[src/rtl/sat_counter.sv]
// Up-counter with synchronous clear that holds at its all-ones maximum.
module sat_counter #(
    parameter int unsigned W = 16
) (
    input  logic         clk,
    input  logic         reset,
    input  logic         clr,
    input  logic         inc,
    output logic [W-1:0] cnt
);

    localparam logic [W-1:0] MAX = '1;

    always_ff @(posedge clk or posedge reset) begin
        if (reset) begin
            cnt <= '0;
        end else if (clr) begin
            cnt <= '0;
        end else if (inc && (cnt != MAX)) begin
            cnt <= cnt + W'(1);
        end
    end

endmodule

[config.mk]
export PLATFORM = sky130hd
export DESIGN_NAME = sat_counter
export DESIGN_NICKNAME = d
export VERILOG_FILES = /design/src/rtl/sat_counter.sv
export SDC_FILE = /design/constraint.sdc
export NUM_CORES = 1
export LEC_CHECK = 0
export ABC_AREA = 1
export CAP_MARGIN = 0
export CORE_UTILIZATION = 51
export DETAILED_ROUTE_END_ITERATION = 7
export PLACE_DENSITY = 0.88
export SLEW_MARGIN = 20
export SYNTH_ARGS = -nofsm -noshare
export SYNTH_HDL_FRONTEND = slang
export SYNTH_SLANG_ARGS = --single-unit
[constraint.sdc]
create_clock -name clk -period 2.1 [get_ports clk]
set_input_delay 0.63 -clock clk [delete_from_list [all_inputs] [get_ports clk]]
set_output_delay 0.63 -clock clk [all_outputs]
set_load 0.005 [all_outputs]
==> results.md, run 1 <==
- Multi-input logic area: 596 um2
- Period utilization: 0.927
- Area after DPL: 1290 um2
- Io pins: 20
- CP delay by family, top: buffers and inverters
- Crit. End Element: output port
- Global-route wire length before repair: 4020 um
- Layout cells sized above 1: 0.0778
- Top reg by flops: cnt
- Count of final setup violators: 0
- Primary FF master, synth: dfrtp_1
- Hold Crit Class: reg -> reg
- Wirelength per Cell: 12.1 um
- Largest cells by area after synthesis: dfrtp_1 37%, nand2_1 22%, nand4_1 6.4%, nand3_1 5.5%, inv_1 5.5%
- Synth area leader: dfrtp_1
- RSZ-0062 raised after global routing: no
- Cell Pwr Density: 430 nW/um2
- Fillers: 180
- # Post-CTS Setup Buffers: 0
- Core area: 1980 um2
- Sequential power share: 0.552
- Crit path DAT: 1320 ps
- Worst Tran Pin Value: 632 ps
- Total gr overflow: 0
- Synthesized net count: 164
- Post-Synth Adder-Cell Area: 0.0115
- Complex-gate fraction of the synthesized area: 0.0139
- CP max FO: 5
- FF+latch area: 400 um2
- Largest register FFs: 16
- Max Cap Viol: 0
- Slew margin rel.: 0.578
- DR pass1 iterations: 4
- Minimum clock period: 1950 ps
- Avg Synthesized Cell Area: 6.81 um2
- Root Buffer: clkbuf_4
- Yosys cell types: 24
- Worst Hold Slack: 579 ps
- Cells after synthesis: 159
- Post-synthesis sequential area ratio: 0.370
- Largest net degree at the start of global routing: 17
- Antenna Nets Post-Route: 0
- Ant. Diodes: 0
- Buffers added on ports: 19
- Yosys top cell area share: 0.370
- Die height: 48.1 um
- RePlAce Congestion: 0.894
- Cell with the most instances after synthesis: nand2_1
- P_leak: 0.671 nW
- Post-Layout Inst Area: 1330 um2
- Req. time, crit path: 1470 ps
- XOR/XNOR Fraction of Synth Area: 0.0323
- Die ar.: 2310 um2
- Yosys reg bits: 16
- CP Launch Type: flip-flop
- Setup CP Type: reg -> out
- Antenna violations before repair: 0
- Switch share: 0.239
- F_max: 0.514 GHz
- DR vias/cell: 5.17
- Synth Cell Area: 1080 um2
- CTS buffer count: 3
- Synth warn: 0
- Cell chain of the critical path: clkdlybuf4s50_1
- Starting DRT DRC Count: 17
- Clock Path Buffers: 2
- Clock Sinks: 16
- FP Rows: 16
- Fin. Hold Viols: 0
- Fin nets: 186
- Simple-gate share of the synthesized area: 0.492
- Tot GR Track Use: 0.249
- Vias in the first global route: 932
- Fin Setup TNS: 0 ps
- Slew Limit Fails: 0
- Clock Pin Slew Worst Setup and Hold Paths: 110 ps
- Largest family of logic cells by synthesized area: simple AND/OR/NAND/NOR gates
- VDD IR max: 0.428 mV
- Post-synth EDFFs: 0
- FFs w/ async S/R, synth: 1.00
- Status: finished, final reports clean
- Final setup skew: 19.3 ps
- Drt total wl: 2500 um
- Clock Power Share: 0.364
- Synth-to-Final Area Change: 22.9%
- DRC: 0
- Htree depth: 1
- Comb power frac: 0.083
- Registers with the most flip-flops: cnt (16)
- Detailed Place HPWL: 1830 um
- Clk Latency, worst-skew pair: 300 ps
- Vias: 1071
- Post-cts resize count: 0
- Starting Density: 0.547
- Synth cell count leaders: 64 x nand2_1, 16 x dfrtp_1, 16 x inv_1, 16 x nor2_1, 12 x nand3_1
- Buf/Inv on CP: 1
- CTS tree: done
- Die Wd: 48.1 um
- Critical path's largest stage delay: 540 ps
- Internal power: 0.435 mW
- Slowest-stage cell, CP: clkdlybuf4s50_1
- Net switching power: 0.137 mW
- Post-synthesis mux area share: 0
- Cts hold-fix bufs: 0
[cell usage in the layout, fill, tap and decap left out]
cell type        instances
clkbuf_4                 3
nand3_1                 12
nand2_1                 64
nand3b_1                 2
nor2_2                   2
inv_2                    1
o21ai_0                  1
nand2_2                  1
clkinv_1                 1
nand2_4                  1
inv_1                   16
ha_1                     1
dfrtp_1                 16
nand4_1                 11
clkdlybuf4s50_1         19
a21oi_1                  1
xor2_1                   2
clkbuf_8                 1
xnor2_1                  2
o21ai_1                  1
nor2_4                   3
nor2_8                   1
nor2_1                  16
buf_4                    1
nor3_1                   1
[stage by stage]
stage	utilization	power (mW)	cells	setup slack [ps]
finish	0.672	0.572	207	154
global route	0.672	0.594	207	119
CTS	0.672	0.574	207	156
detailed placement	0.653	0.370	203	84.6
global placement	0.653	0.368	203	118
floorplan	-	0.349	159	581
[metal layers]
layer / vias up / routed length, um / track usage
met5: - / 0 / 0
li1: 546 / - / -
met3: 6 / 67 / 0.0222
met1: 498 / 1140 / 0.327
met4: 0 / 39 / 0.111
met2: 21 / 1260 / 0.416
[power groups by stage]
stage / clock (mW) / sequential [mW] / combinational [mW]
final: 0.208 / 0.316 / 0.0477
after CTS: 0.210 / 0.316 / 0.0481
after global placement: 0 / 0.321 / 0.0465
after detailed placement: 0 / 0.322 / 0.0481
after global routing: 0.225 / 0.316 / 0.0532
after floorplan: 0 / 0.321 / 0.0278
[cell families after synthesis]
family,Yosys count
XOR/XNOR,4
AO/OA/AOI/OAI,3
adder cells (fa/ha/maj),1
buffers and inverters,21
flip-flops,16
AND/OR/NAND/NOR,114
[final timing paths]
| check | end | start | slack [ps] | depth (start not counted) |
|---|---|---|---|---|
| worst min register to register | cnt[0] | cnt[0] | 580 | 2 |
| worst max-delay path | cnt[4] | cnt[4] | 150 | 1 |
| max in group asynchronous | cnt[8] | reset | 960 | 2 |
| worst max register to register | cnt[13] | cnt[1] | 300 | 9 |
| worst min-delay path | cnt[0] | cnt[0] | 580 | 2 |
| min in group asynchronous | cnt[7] | reset | 700 | 2 |
[final cells by class]
class | count | share of cell area
Multi-Input combinational cell | 122 | 0.447
Sequential cell | 16 | 0.301
Timing Repair Buffer | 20 | 0.148
Inverter | 18 | 0.0508
Clock buffer | 4 | 0.0273
Tap cell | 27 | 0.0254
Note: power is estimated with default switching activity, not from simulation.
==> run 2, diff against run 1 <==
Settings changed: CTS_CLUSTER_DIAMETER set to 100.
==> results of run 2 <==
Final layout, timing and power as in run 1 (identical DEF).
